<file path="src/rtl/parking_pkg.sv">
// parking_pkg: shared types for the parking occupancy counter.
//   lot_status_t : encoded lot state driven on the status output.
//   STATUS_W     : width of the status output.
//   lot_status_of: maps an occupancy count onto a lot state.
package parking_pkg;

  localparam int unsigned STATUS_W = 2;

  typedef enum logic [STATUS_W-1:0] {
    ST_EMPTY     = 2'd0,
    ST_FREE      = 2'd1,
    ST_NEAR_FULL = 2'd2,
    ST_FULL      = 2'd3
  } lot_status_t;

  // With margin == 0 the near-full band is empty because count never exceeds cap.
  function automatic lot_status_t lot_status_of(input int unsigned count,
                                                input int unsigned cap,
                                                input int unsigned margin);
    lot_status_t st;
    if (count == 0)                 st = ST_EMPTY;
    else if (count == cap)          st = ST_FULL;
    else if (count >= cap - margin) st = ST_NEAR_FULL;
    else                            st = ST_FREE;
    return st;
  endfunction

endpackage

</file>
<file path="src/rtl/sensor_edge_detect.sv">
// sensor_edge_detect: rising-edge detector for one gate sensor.
//   clk   : system clock, rising edge
//   rst_n : asynchronous active-low reset
//   in    : sensor level
//   pulse : high for the cycle in which a new rising edge is seen
// Macro SENSOR_SYNC_EN: when defined, the sensor passes through a 2-flop
// synchronizer (reset to 0) ahead of the edge detector.
module sensor_edge_detect (
  input  logic clk,
  input  logic rst_n,
  input  logic in,
  output logic pulse
);

  logic sampled;
  logic prev_q;

`ifdef SENSOR_SYNC_EN
  logic [1:0] sync_q;

  always_ff @(posedge clk or negedge rst_n) begin
    if (!rst_n) sync_q <= '0;
    else        sync_q <= {sync_q[0], in};
  end

  assign sampled = sync_q[1];
`else
  assign sampled = in;
`endif

  // History resets to 0, so a sensor already high at reset release
  // registers as one event on the first edge.
  always_ff @(posedge clk or negedge rst_n) begin
    if (!rst_n) prev_q <= 1'b0;
    else        prev_q <= sampled;
  end

  assign pulse = sampled & ~prev_q;

endmodule

</file>
<file path="src/rtl/parking_occupancy_counter.sv">
// parking_occupancy_counter: saturating up/down car counter with lot status.
//   clk            : system clock, rising edge
//   rst_n          : asynchronous active-low reset
//   s / r          : entry / exit sensor levels
//   leds           : current occupancy count
//   free_spaces    : CAPACITY - leds
//   full / empty   : leds == CAPACITY / leds == 0 (registered)
//   status         : 0 EMPTY, 1 FREE, 2 NEAR_FULL, 3 FULL (registered)
//   entry_rejected : one-cycle pulse, entry event while full
//   exit_error     : one-cycle pulse, exit event while empty
// Macro SENSOR_SYNC_EN: adds 2-flop sensor synchronizers (3-edge latency).
module parking_occupancy_counter
  import parking_pkg::*;
#(
  parameter int unsigned WIDTH       = 3,
  parameter int unsigned CAPACITY    = 7,
  parameter int unsigned NEAR_MARGIN = 1
) (
  input  logic                clk,
  input  logic                rst_n,
  input  logic                s,
  input  logic                r,
  output logic [WIDTH-1:0]    leds,
  output logic [WIDTH-1:0]    free_spaces,
  output logic                full,
  output logic                empty,
  output logic [STATUS_W-1:0] status,
  output logic                entry_rejected,
  output logic                exit_error
);

  if (CAPACITY < 1 || CAPACITY > (2**WIDTH) - 1) begin : g_bad_capacity
    $error("parking_occupancy_counter: CAPACITY out of range for WIDTH");
  end
  if (NEAR_MARGIN >= CAPACITY) begin : g_bad_margin
    $error("parking_occupancy_counter: NEAR_MARGIN must be below CAPACITY");
  end

  localparam logic [WIDTH-1:0] CAP_W = CAPACITY[WIDTH-1:0];

  logic inc, dec;

  sensor_edge_detect u_entry (
    .clk   (clk),
    .rst_n (rst_n),
    .in    (s),
    .pulse (inc)
  );

  sensor_edge_detect u_exit (
    .clk   (clk),
    .rst_n (rst_n),
    .in    (r),
    .pulse (dec)
  );

  logic [WIDTH-1:0] count_q, count_d;
  logic             full_q, full_d;
  logic             empty_q, empty_d;
  logic             rej_q, rej_d;
  logic             err_q, err_d;
  lot_status_t      state_q, state_d;

  always_ff @(posedge clk or negedge rst_n) begin
    if (!rst_n) begin
      count_q <= '0;
      full_q  <= 1'b0;
      empty_q <= 1'b1;
      rej_q   <= 1'b0;
      err_q   <= 1'b0;
      state_q <= ST_EMPTY;
    end else begin
      count_q <= count_d;
      full_q  <= full_d;
      empty_q <= empty_d;
      rej_q   <= rej_d;
      err_q   <= err_d;
      state_q <= state_d;
    end
  end

  // Flags and status are derived from the next count so they register on
  // the same edge as the count itself.
  always_comb begin
    count_d = count_q;
    rej_d   = 1'b0;
    err_d   = 1'b0;
    unique case ({inc, dec})
      2'b10: begin
        if (count_q == CAP_W) rej_d   = 1'b1;
        else                  count_d = count_q + 1'b1;
      end
      2'b01: begin
        if (count_q == '0) err_d   = 1'b1;
        else               count_d = count_q - 1'b1;
      end
      default: ;  // no event, or simultaneous entry and exit: hold
    endcase
    full_d  = (count_d == CAP_W);
    empty_d = (count_d == '0);
    state_d = lot_status_of(32'(count_d), CAPACITY, NEAR_MARGIN);
  end

  assign leds           = count_q;
  assign free_spaces    = CAP_W - count_q;
  assign full           = full_q;
  assign empty          = empty_q;
  assign status         = state_q;
  assign entry_rejected = rej_q;
  assign exit_error     = err_q;

endmodule

</file>
<file path="config.mk">
export PLATFORM = sky130hd
export DESIGN_NAME = parking_occupancy_counter
export DESIGN_NICKNAME = d
export VERILOG_FILES = /design/src/rtl/parking_pkg.sv /design/src/rtl/sensor_edge_detect.sv /design/src/rtl/parking_occupancy_counter.sv
export SDC_FILE = /design/constraint.sdc
export NUM_CORES = 1
export LEC_CHECK = 0
export CORE_AREA = 2 2 39 41
export DETAILED_ROUTE_END_ITERATION = 7
export DIE_AREA = 0 0 41 43
export PLACE_DENSITY = 0.69
export SLEW_MARGIN = 20
export SYNTH_ARGS = -nofsm -noshare
export SYNTH_HDL_FRONTEND = slang
export SYNTH_SLANG_ARGS = --single-unit
</file>
<file path="constraint.sdc">
create_clock -name clk -period 4.2 [get_ports clk]
set_input_delay 0.84 -clock clk [delete_from_list [all_inputs] [get_ports clk]]
set_output_delay 0.84 -clock clk [all_outputs]
set_load 0.02 [all_outputs]
</file>
======== Yosys cells after proc, flatten, opt, wreduce, memory -nomap -nowiden ========
Index checks and enable logic that the tools add are counted.
storage, ports and cells
  word-level logic and storage cells ...... 32
  register bits ........................... 11
operators by class
  magnitude comparators ................... 1
  equality and inequality tests ........... 4
  $add $sub $neg .......................... 3
  mux-type cells .......................... 10
  reductions and logical operators ........ 2
  bitwise operators ....................... 4
operators by type and width
  operator                                           count
  == test 3 bit (second input constant)              2
  logical NOT 3 bit                                  2
  two-way mux 2 bit                                  3
  two-way mux 3 bit                                  2
  case mux 3 bit (2 select lines)                    1
  two-way mux 1 bit                                  4
  adder 3 x 1 -> 3 bit (second input constant)       1
  >= comparator 3 bit (second input constant)        1
  subtractor 3 x 1 -> 3 bit (second input constant)  1
  subtractor 3 bit (first input constant)            1
  AND 1 bit                                          2
  == test 2 x 1 -> 1 bit (second input constant)     1
  == test 2 bit (second input constant)              1
  inverter 1 bit                                     2

======== Depth between registers and ports, before layout ========
Gate-level depths: netlist of run 1.
  depth in word-level cells ............... 8
  mapped depth ............................ 8
  mapped depth without buffers ............ 8

======== Cells and area by module ========
A second synthesis of run 1 with hierarchy kept.
unflattened totals
  cells, all modules ...................... 47
  area total of the unflattened synthesis .. 540.5 um2
modules (own cells, without submodules)
  module                     instances  cells an instance  area an instance (um2)  seq. area each (um2)
  parking_occupancy_counter  1          43                 462.9                   226.5
  sensor_edge_detect         2          2                  38.8                    25.0

======== Worst setup path before layout of run 1 ========
No wires, ideal clock.
  path kind ............................... input to register
  start point ............................. input port r
  end point ............................... register full_q (netlist: full)
  data required time ...................... 4081 ps
  library setup time ...................... 119 ps
  data arrival time ....................... 2087 ps
  buffers on the path ..................... 0
  path slack .............................. 1994 ps
  cell stages on the path ................. 8
  cell sequence ........................... nor2b_1 inv_1 ha_1 and3_2 nor3_2 o221ai_2 and2_4 and2_1
on the way
  cells in the longest elaborated chain, start to end .. 4
ends and longest elaborated chain
  what                                                            line                             RTL
  from (decl)                                                     parking_occupancy_counter.sv:22  input logic r,
  AND 1 bit (*)                                                   sensor_edge_detect.sv:38         assign pulse = sampled & ~prev_q;
  == test 2 x 1 -> 1 bit / == test 2 bit (equally long branches)  parking_occupancy_counter.sv:88  unique case ({inc, dec})
  case mux 3 bit (2 select lines) (*)                             parking_occupancy_counter.sv:88
  net count_d[1]                                                  parking_occupancy_counter.sv:57  logic [WIDTH-1:0] count_q, count_d;
  == test 3 bit (*)                                               parking_occupancy_counter.sv:99  full_d = (count_d == CAP_W);
  net full_d                                                      parking_occupancy_counter.sv:58  logic full_q, full_d;
  to (signal assigned)                                            parking_occupancy_counter.sv:74  full_q <= full_d;
  to (decl)                                                       parking_occupancy_counter.sv:58
The timed path passes the listed nets; every way through them passes the cells marked *.

======== Worst setup path after layout of run 1 ========
Ends and elaborated chain as after synthesis.

==> reports/metrics.cfg, run 1 <==
[worst_setup_path]
crit_slowest_cell = clkdlybuf4s50_1
crit_buf_inv = 2
path_delay_family = simple AND/OR/NAND/NOR gates
endpoint_kind = flop
arrival_ns = 2.72
startpoint_type = input pin
critPathKind = input pin to flop
path_cells = clkdlybuf4s50_1 > nor2b_1 > inv_1 > ha_1 > and3_2 > nor3_2 > o221ai_2 > and2_4 > and2_1
crit_fanout = 4
critical_path_required_ns = 4.35
max_stage_delay_ns = 0.46

[clocking]
clock-sinks = 11
cts_buffers = 3
clock_latency_ns = 0.25
cts_resized = 0
hold_buffers = 0
clk_pin_slew_ns = 0.06
cts_root_buffer = clkbuf_4
clockBufferDepth = 2
tritoncts = yes
htree_levels = 1
cts_setup_buffers = 0

[place]
pre_cts_ws_ns = 1.37
gp_congestion = 0.815
dp_hpwl_um = 691
postPlaceCellArea_sq_um = 696
io_buffers = 15

[die]
die_area_sq_um = 1760
start_util = 0.380
coreArea_sq_um = 1380
die_h_um = 43
die_w_um = 41
row_count = 14
ioPinCount = 16

[cells_and_area]
nFillCells = 121
postLayoutCellArea_sq_um = 722
final_common_cell = clkdlybuf4s50_1
layout_common_cells = clkdlybuf4s50_1 (15), dfrtp_1 (10), inv_1 (6), ha_1 (5), o21ai_0 (4)
diodes = 0
drive_above_1_share = 0.136
area_growth_syn_to_layout_pct = 37.4
multi_input_area_sq_um = 226
regArea_sq_um = 277
fin_nets = 76

[route]
ant_nets = 0
vias_per_cell = 4.79
wire_per_inst_um = 11.3
wirelength_um = 925
drt_iter0_markers = 5
drc = 0
first_pass_iters = 4
via_count = 393

[sta]
worstMarginPinSlew_ns = 0.473
setup_viol = 0
rsz0062_at_grt = no
tns_ns = 0
worst_slack_ns = 1.63
slew_violations = 0
fmax_mhz = 389
fin_crit_sh = 0.613
fin_crit_ns = 2.57
final_hold_viol_count = 0
max_slew_margin = 0.684
holdWs_ns = 0.723
clock_skew_ns = 0.00297

[yosys]
syn_area_sq_um = 526
ys_seq_area_frac = 0.526
synth_cells = 47
ys_ff_latch = 11
synth.distinct_cells = 22
syn_avg_cell_area_sq_um = 11.2
synth_nets = 56
yosysWarningCount = 0

[global_routing]
grt_usage = 0.126
antenna_found_initial = 0
grt-ovfl-total = 0
grt_pass1_wl_um = 1440
grt_pass1_vias = 325
grt_max_degree = 12

[power]
power.leakage_nw = 0.331
power_frac_comb = 0.443
sw_frac_of_total = 0.354
power.density_nw_per_um2 = 523
irDropWorstVdd_uv = 283
power.net_switching_mw = 0.134
pwr-share-clk = 0.177
pwr-share-seq = 0.381
p_int_mw = 0.244

[worst_hold_path]
hold_path.class = flop to flop

[job]
cap_violations = 0

[status]
status = finished, final reports clean

worst register-to-register path: cells and delay by family, from the launching register on:
family                     cells  cell delay (ns)
buffers and inverters          1             0.06
AOI/OAI and AO/OA              1             0.16
and+or+nand+nor                5             0.94
adders and majority gates      1             0.24
DFF                            1             0.36
cells in the mapped netlist:
cell	number	area (sq um)
dfrtp_1	10	250
inv_1	6	22.5
ha_1	5	62.6
o21ai_0	4	20.0
nor2b_1	3	18.8
nand2_1	2	7.51
nor2_1	2	7.51
a211o_1	1	8.76
and2_1	1	6.26
and2_4	1	8.76
and3_2	1	7.51
and3b_1	1	8.76
dfstp_2	1	26.3
nand2b_1	1	6.26
nand3_1	1	5.00
nand4_1	1	6.26
nand4b_1	1	8.76
nor3_1	1	5.00
nor3_2	1	10.0
o21bai_1	1	7.51
o221ai_2	1	15.0
or2_2	1	6.26
worst paths after layout:
path	cells after the start	to	slack (ns)	startpoint
worst max-delay path	9	full$_DFF_PN0_	1.63	r
worst min register to register	1	entry_rejected$_DFF_PN0_	0.72	leds[2]$_DFF_PN0_
worst min-delay path	1	entry_rejected$_DFF_PN0_	0.72	leds[2]$_DFF_PN0_
min in group asynchronous	1	u_entry.prev_q$_DFF_PN0_	0.91	rst_n
max in group asynchronous	1	empty$_DFF_PN1_	2.95	rst_n
worst max register to register	8	full$_DFF_PN0_	2.34	u_exit.prev_q$_DFF_PN0_
kinds of logic (layout without fill, tap and decap cells):
family,after synthesis,after routing,share of synthesized area
flops,11,11,0.526
fa+ha+maj,5,5,0.119
buf+inv,6,25,0.0429
compound gates,7,7,0.0976
simple gates,18,18,0.214
cell type report:
| type | count | area share |
|---|---|---|
| repair buffers | 15 | 0.208 |
| flip-flops and latches | 11 | 0.383 |
| clock buffers | 4 | 0.0364 |
| inverters | 6 | 0.0312 |
| well taps | 16 | 0.0277 |
| multi-input cells | 30 | 0.314 |
routing by layer:
layer  share of wire  vias to the layer above  GRT usage
met3           0.069                        0     0.0471
met1            0.49                      185      0.174
met5               0                        -          0
met2            0.44                       11      0.159
li1                -                      197          -
met4               0                        0     0.0800
power groups by stage:
stage | sequential, mW | combinational [mW] | clock [mW]
2_1_floorplan | 0.169 | 0.0703 | 0
3_3_place_gp | 0.145 | 0.168 | 0
4_1_cts | 0.144 | 0.169 | 0.0709
5_1_grt | 0.146 | 0.181 | 0.0789
3_5_place_dp | 0.145 | 0.168 | 0
6_report | 0.144 | 0.167 | 0.0667
per-stage QoR:
stage | total power [mW] | utilization | cells
after floorplan | 0.239 | - | 47
after global placement | 0.313 | 0.503 | 78
after detailed placement | 0.313 | 0.503 | 78
after CTS | 0.384 | 0.522 | 82
after global routing | 0.406 | 0.522 | 82
final | 0.378 | 0.522 | 82
registers in the layout (all words and copies together) (netlist names):
name	count
u_exit.prev_q	1
u_entry.prev_q	1
exit_error	1
status	2
leds	3
full	1
empty	1
entry_rejected	1
No activity file was read; power rests on OpenSTA's default activity.
==> inputs of run 2 (changes only) <==
clock period = 2.5 ns   (was 4.2 ns; I/O delays follow)
==> run 2 against run 1 <==
Critical path depth stayed put; total power up 69%; first-iteration DRC count grew 60%; final area up 1.0%; clock power up 72%; worst setup slack worse by 1.3 ns; clock skew rose by 0.0012 ns; global-route usage rose by 0.31 points; final cell count rose by 1.2%; non-clock buffer count is 1 higher; utilization rose by 0.54 points.
==> reports/metrics.cfg, run 2 (synthesis gave the netlist of run 1 again) <==
[worst_setup_path]
r2r_setup_slack_ns = 0.70
r2r_cells = 8
crit_start = r
crit_fanout = 4
critPathKind = input pin to flop
arrival_ns = 2.31
critical_path_required_ns = 2.65
endpoint_kind = flop
max_stage_delay_ns = 0.47
r2r_start = u_exit.prev_q$_DFF_PN0_
startpoint_type = input pin
crit_end = full$_DFF_PN0_
crit_slowest_cell = clkdlybuf4s50_1
path_cells = clkdlybuf4s50_1 > nor2b_1 > inv_1 > ha_1 > and3_2 > nor3_2 > o221ai_2 > and2_4 > and2_1
rr_endpoint = full$_DFF_PN0_

[cells_and_area]
fin_nets = 77
area_growth_syn_to_layout_pct = 38.8
diodes = 0
final_common_cell = clkdlybuf4s50_1
drive_above_1_share = 0.149
fin_cells = 83
layout_common_cells = clkdlybuf4s50_1 (15), dfrtp_1 (10), inv_1 (6), ha_1 (5), o21ai_0 (4)
postLayoutCellArea_sq_um = 729
largest_reg_flops = 3

[clocking]
clock_latency_ns = 0.26
htree_levels = 1
clock-sinks = 11
tritoncts = yes
hold_buffers = 0
clk_pin_slew_ns = 0.07
cts_resized = 0
cts_buffers = 3
cts_root_buffer = clkbuf_4
cts_setup_buffers = 0
clockBufferDepth = 2

[route]
first_pass_iters = 4
wirelength_um = 912
ant_nets = 0
via_count = 399
wire_per_inst_um = 11.0
vias_per_cell = 4.81
drt_iter0_markers = 8
drc = 0

[sta]
setup_viol = 0
slew_violations = 0
worst_slack_ns = 0.341
max_slew_margin = 0.688
rsz0062_at_grt = no
tns_ns = 0
clock_skew_ns = 0.00413
final_hold_viol_count = 0
worstMarginPinSlew_ns = 0.467
fmax_mhz = 463
fin_crit_sh = 0.864
fin_crit_ns = 2.16

[power]
p_total_mw = 0.639
power.leakage_nw = 0.337
irDropWorstVdd_uv = 502
power.density_nw_per_um2 = 876

[status]
status = finished, final reports clean

[die]
die_area_sq_um = 1760
start_util = 0.380
row_count = 14
die_w_um = 41
die_h_um = 43
ioPinCount = 16
coreArea_sq_um = 1380

[global_routing]
grt_max_degree = 12
grt_usage = 0.129
grt-ovfl-total = 0
grt_pass1_vias = 344
grt_pass1_wl_um = 1480
antenna_found_initial = 0

[place]
io_buffers = 15
pre_cts_ws_ns = 0.0773
gp_congestion = 0.776
dp_hpwl_um = 702
dp.cells = 79
postPlaceCellArea_sq_um = 703

[job]
cap_violations = 0

[worst_hold_path]
hold_path.class = input pin to async pin

[run 2: power breakdown]
group          leakage [nW]  switching (mW)  total, mW  internal (mW)
Sequential            0.142          0.0234      0.241          0.218
Combinational         0.180           0.151      0.283          0.132
Clock                0.0150          0.0533      0.115         0.0616
[run 2: worst max-delay path: cells and delay by family]
kind            cells  cell delay (ns)
fa+ha+maj           1             0.21
simple gates        5             0.92
buf+inv             2             0.53
compound gates      1             0.15
[run 2: metal layers]
metal / wire, um / global-route usage / vias up
met2: 420 / 0.178 / 13
met5: 0 / 0 / -
met3: 54 / 0.0314 / 2
met1: 422 / 0.164 / 184
li1: - / - / 200
met4: 14 / 0.100 / 0
[run 2: stage by stage]
step / utilization / hold slack, ns
6_report: 0.527 / 0.559
5_1_grt: 0.527 / 0.597
4_1_cts: 0.527 / 0.567
3_5_place_dp: 0.508 / 0.704
3_3_place_gp: 0.508 / 0.707
2_1_floorplan: - / 0.204
[run 2: how the worst min path moves through the flow]
stage / start / endpoint / slack [ns] / depth (start not counted)
after floorplan: rst_n / entry_rejected$_DFF_PN0_ / 0.20 / 0
after global placement: leds[2]$_DFF_PN0_ / entry_rejected$_DFF_PN0_ / 0.71 / 1
after detailed placement: leds[2]$_DFF_PN0_ / entry_rejected$_DFF_PN0_ / 0.70 / 1
after CTS: rst_n / u_entry.prev_q$_DFF_PN0_ / 0.57 / 1
after global routing: rst_n / exit_error$_DFF_PN0_ / 0.60 / 1
final: rst_n / exit_error$_DFF_PN0_ / 0.56 / 1
[run 2: layout make-up]
cell class / instances / area, sq um
Fill cell: 138 / 654
Sequential cell: 11 / 277
Multi-Input combinational cell: 30 / 226
Timing Repair Buffer: 16 / 158
Clock buffer: 4 / 26.3
Inverter: 6 / 22.5
Tap cell: 16 / 20.0
==> inputs of run 3 (changes only) <==
CTS_CLUSTER_DIAMETER = 40   (was default)
CTS_CLUSTER_SIZE = 40   (was default)
SLEW_MARGIN = default   (was 20)
==> results of run 3 <==
Same layout as run 2: the final DEF is identical, and so are final timing and power.
==> RTL edit 1 (flow settings as in run 1) <==
Remove the register `err_q`: a continuous assignment takes its place, so the output `exit_error` follows one clock earlier.
--- a/src/rtl/parking_occupancy_counter.sv
+++ b/src/rtl/parking_occupancy_counter.sv
@@ -69,3 +69,2 @@
       rej_q   <= 1'b0;
-      err_q   <= 1'b0;
       state_q <= ST_EMPTY;
@@ -76,3 +75,2 @@
       rej_q   <= rej_d;
-      err_q   <= err_d;
       state_q <= state_d;
@@ -80,2 +78,4 @@
   end
+
+  assign err_q = err_d;
 
Behaviour: not the same (a bounded check fails within 4 cycles, from zero or initial values and one cycle with rst_n low).
==> RTL edit 1 against run 1 <==
- sequential cell count down 1
- wire length fell by 4.3%
- final area shrank 2.1%
- clock skew is 5.5 ps higher
- area after synthesis shrank 4.8%
- sequential power fell by 8%
- worst setup slack lost 780 ps
- power up 2.8%
- critical endpoint is now exit_error
==> RTL edit 1: results (changes against run 1) <==
Synthesis
  • Mapped Nets: 55 (-1.8%)
  • Most instantiated cells after synthesis: dfrtp_1 (9), inv_1 (6), ha_1 (5)
  • Top post-synthesis cells by area: dfrtp_1 (45%), ha_1 (13%), dfstp_2 (5.3%), inv_1 (4.5%), o21ai_0 (4.0%)
  • Post-synthesis sequential area ratio: 0.5025 (-0.02369)

Clocking
  • Clock Latency Late Sink: 270 ps (+20 ps)
  • Bufs on Longest Clock Path: 2 (unchanged)
  • Post-CTS Setup Bufs: 0 (unchanged)

Final layout
  • Share of layout cells above drive strength 1: 0.1538 (+0.01748)
  • Post-layout net count: 75 (-1.3%)
  • Layout fillers: 128 (+5.8%)

Timing
  • Worst-Margin Slew: 415.2 ps (-57.93 ps)
  • Post-Route Skew: 8.453 ps (+5.479 ps)

Status
  • Status: finished, final reports clean

GRT
  • Vias in the first global route: 339 (+4.3%)
  • Aggregate global-route resource usage: 0.1397 (+0.01389)
  • Largest net degree at the start of global routing: 11 (-1)
  • Global-route wire length before repair: 1538 um (+7.2%)

Critical path
  • R2R Setup Slk: 2390 ps (+50 ps)
  • Worst EP arrival: 2510 ps (-210 ps)

Place
  • Pre-CTS setup slack: 840.6 ps (-527.2 ps)
  • GPL Wtd Cong: 0.7220 (-11%)
  • Post-DP HPWL: 728.3 um (+5.4%)

Power and ir drop
  • Clock power frac: 0.226 (+0.049)
  • Sequential share of power: 0.339 (-0.042)
  • Sw frac: 0.3559 (+0.002217)
  • Leak pwr: 0.3239 nW (-2.2%)
  • Peak supply drop: 0.2290 mV (-19%)

Detailed routing
  • Via density: 4.901 (+2.3%)
  • Wirelength per Cell: 10.93 um (-3.1%)

Worst hold path
  • Worst Hold Path EP: entry_rejected
[RTL edit 1: cell count changes after synthesis, sizes merged]
| cell | run 1 | this run |
|---|---|---|
| dfrtp | 10 | 9 |
[RTL edit 1: worst max path at each step]
stage	start	endpoint	slack, ps
final	r	exit_error	850
after global routing	r	exit_error	740
after CTS	r	exit_error	840
after detailed placement	r	exit_error	840
after global placement	r	exit_error	860
after floorplan	r	exit_error	1880
[RTL edit 1: cell type report]
cell class                 instances  area, um^2  area share
inverter                           6       22.52     0.03186
tap                               16       20.02     0.02832
clock buffer                       4       36.28     0.05133
multi-input combinational         30       226.5      0.3204
timing repair buffer              15       150.1      0.2124
sequential                        10       251.5      0.3558
[RTL edit 1: cells by family (layout without fill, tap and decap cells)]
group,Yosys count,after routing,synth area share
simple gates,18,18,0.2250
flops,10,10,0.5025
compound gates,7,7,0.1025
buf+inv,6,25,0.04500
fa+ha+maj,5,5,0.1250
[RTL edit 1: critical path: stages]
cell	delay [ps]
clkdlybuf4s50_1	470
nor2b_1	170
ha_1	220
and3b_1	200
clkdlybuf4s50_1	610
[RTL edit 1: per-layer routing]
metal,vias to the layer above,wire (um),track usage
met1,181,351,0.1791
met3,4,74,0.06283
li1,194,-,-
met5,-,0,0
met4,0,28,0.08000
met2,18,431,0.1875
[RTL edit 1: stage by stage]
stage	power [mW]	hold slack [ps]	instances	utilization	instance area, um^2
2_1_floorplan	0.2274	544.4	46	-	500.5
3_3_place_gp	0.3012	687.2	77	0.4846	670.6
3_5_place_dp	0.3049	688.8	77	0.4846	670.6
4_1_cts	0.3939	688.2	81	0.5109	706.9
5_1_grt	0.4197	725.7	81	0.5109	706.9
6_report	0.3882	687.9	81	0.5109	706.9
==> RTL edit 2 (flow settings as in run 1) <==
Made on the original files. The option `SENSOR_SYNC_EN` is turned on by a define.
--- a/src/rtl/sensor_edge_detect.sv
+++ b/src/rtl/sensor_edge_detect.sv
@@ -7,2 +7,4 @@
 // synchronizer (reset to 0) ahead of the edge detector.
+`define SENSOR_SYNC_EN
+
 module sensor_edge_detect (
Function: changed (Yosys sat finds a counterexample within 4 cycles, from zero or initial values and one cycle with rst_n low).
==> RTL edit 2 against run 1 <==
- area after synthesis is 21% higher
- power is 16% higher
- final area is 15% higher
- wire length is 29% higher
- largest cell class unchanged
- combinational power is 5% higher
- worst setup slack better by 270 ps
- sequential cell count is 4 higher
- synthesized cell count is 8.5% higher
- register-to-register slack worse by 80 ps
- critical path type is now flip-flop to output pin
==> RTL edit 2: results (changes against run 1) <==
Power and ir drop
  • Peak supply drop: 0.2922 mV (+3.2%)

Final layout
  • Non-CTS inverters: 7 (+1)
  • CLK BUF: 3 (-1)
  • Seq/total area: 0.4520 (+0.06894)
  • Multi-input logic area: 232.7 um^2 (+2.8%)
  • Share of layout cells above drive strength 1: 0.1571 (+0.02078)
  • Final clock-cell share: 0.03303 (-0.003362)

Clocking
  • Clock Latency Late Sink: 280 ps (+30 ps)

Critical path
  • FF-to-FF Start: u_exit.sync_q[1]
  • Critical Path End: free_spaces[2]
  • Worst EP arrival: 1460 ps (-1260 ps)

Detailed routing
  • Met3 wire len: 39 um (-39%)
  • Via density: 5.163 (+7.7%)
  • Wirelength per Cell: 13.84 um (+23%)
  • First DRT Iteration DRCs: 7 (+2)

Synthesis
  • Post-synthesis sequential area ratio: 0.5925 (+0.06633)
  • Synthesized area per cell: 12.46 um^2 (+11%)
  • Most instantiated cells after synthesis: dfrtp_1 (14), inv_1 (7), ha_1 (5)
  • Synth Area in Adders: 0.09843 (-0.02062)

Status
  • Status: finished, final reports clean

Place
  • Post-DP HPWL: 850.9 um (+23%)
  • Post-Place Cell Area: 805.8 um^2 (+16%)

GRT
  • Vias in the first global route: 444 (+37%)
  • Aggregate global-route resource usage: 0.1658 (+0.04005)
  • Global-route wire length before repair: 1925 um (+34%)
  • Largest net degree at the start of global routing: 16 (+4)

Worst hold path
  • Hold Path Depth: 0 (-1)
  • Worst Hold Path EP: u_entry.sync_q[1]

Timing
  • Post-Route Skew: 1.829 ps (-1.144 ps)
## RTL edit 2: cell types whose count changed after synthesis
| cell | run 1 | this run |
|---|---|---|
| a21oi_1 | 0 | 1 |
| dfrtp_1 | 10 | 14 |
| o21bai_1 | 1 | 0 |
| o21ai_0 | 4 | 3 |
| or2_1 | 0 | 1 |
| nor2b_1 | 3 | 2 |
| inv_1 | 6 | 7 |
| o221ai_2 | 1 | 2 |
| nand4_1 | 1 | 0 |
| or2_2 | 1 | 0 |
| o21bai_2 | 0 | 1 |
## RTL edit 2: routing by layer
| layer | global-route usage | vias up |
|---|---|---|
| met2 | 0.2594 | 9 |
| li1 | - | 208 |
| met5 | 0 | - |
| met1 | 0.1986 | 225 |
| met3 | 0.03141 | 2 |
| met4 | 0.1000 | 0 |
## RTL edit 2: power breakdown
group / switching, mW / internal, mW
clock network: 0.0449 / 0.0353
registers: 0.0131 / 0.170
logic: 0.0961 / 0.0793
total: 0.154 / 0.284
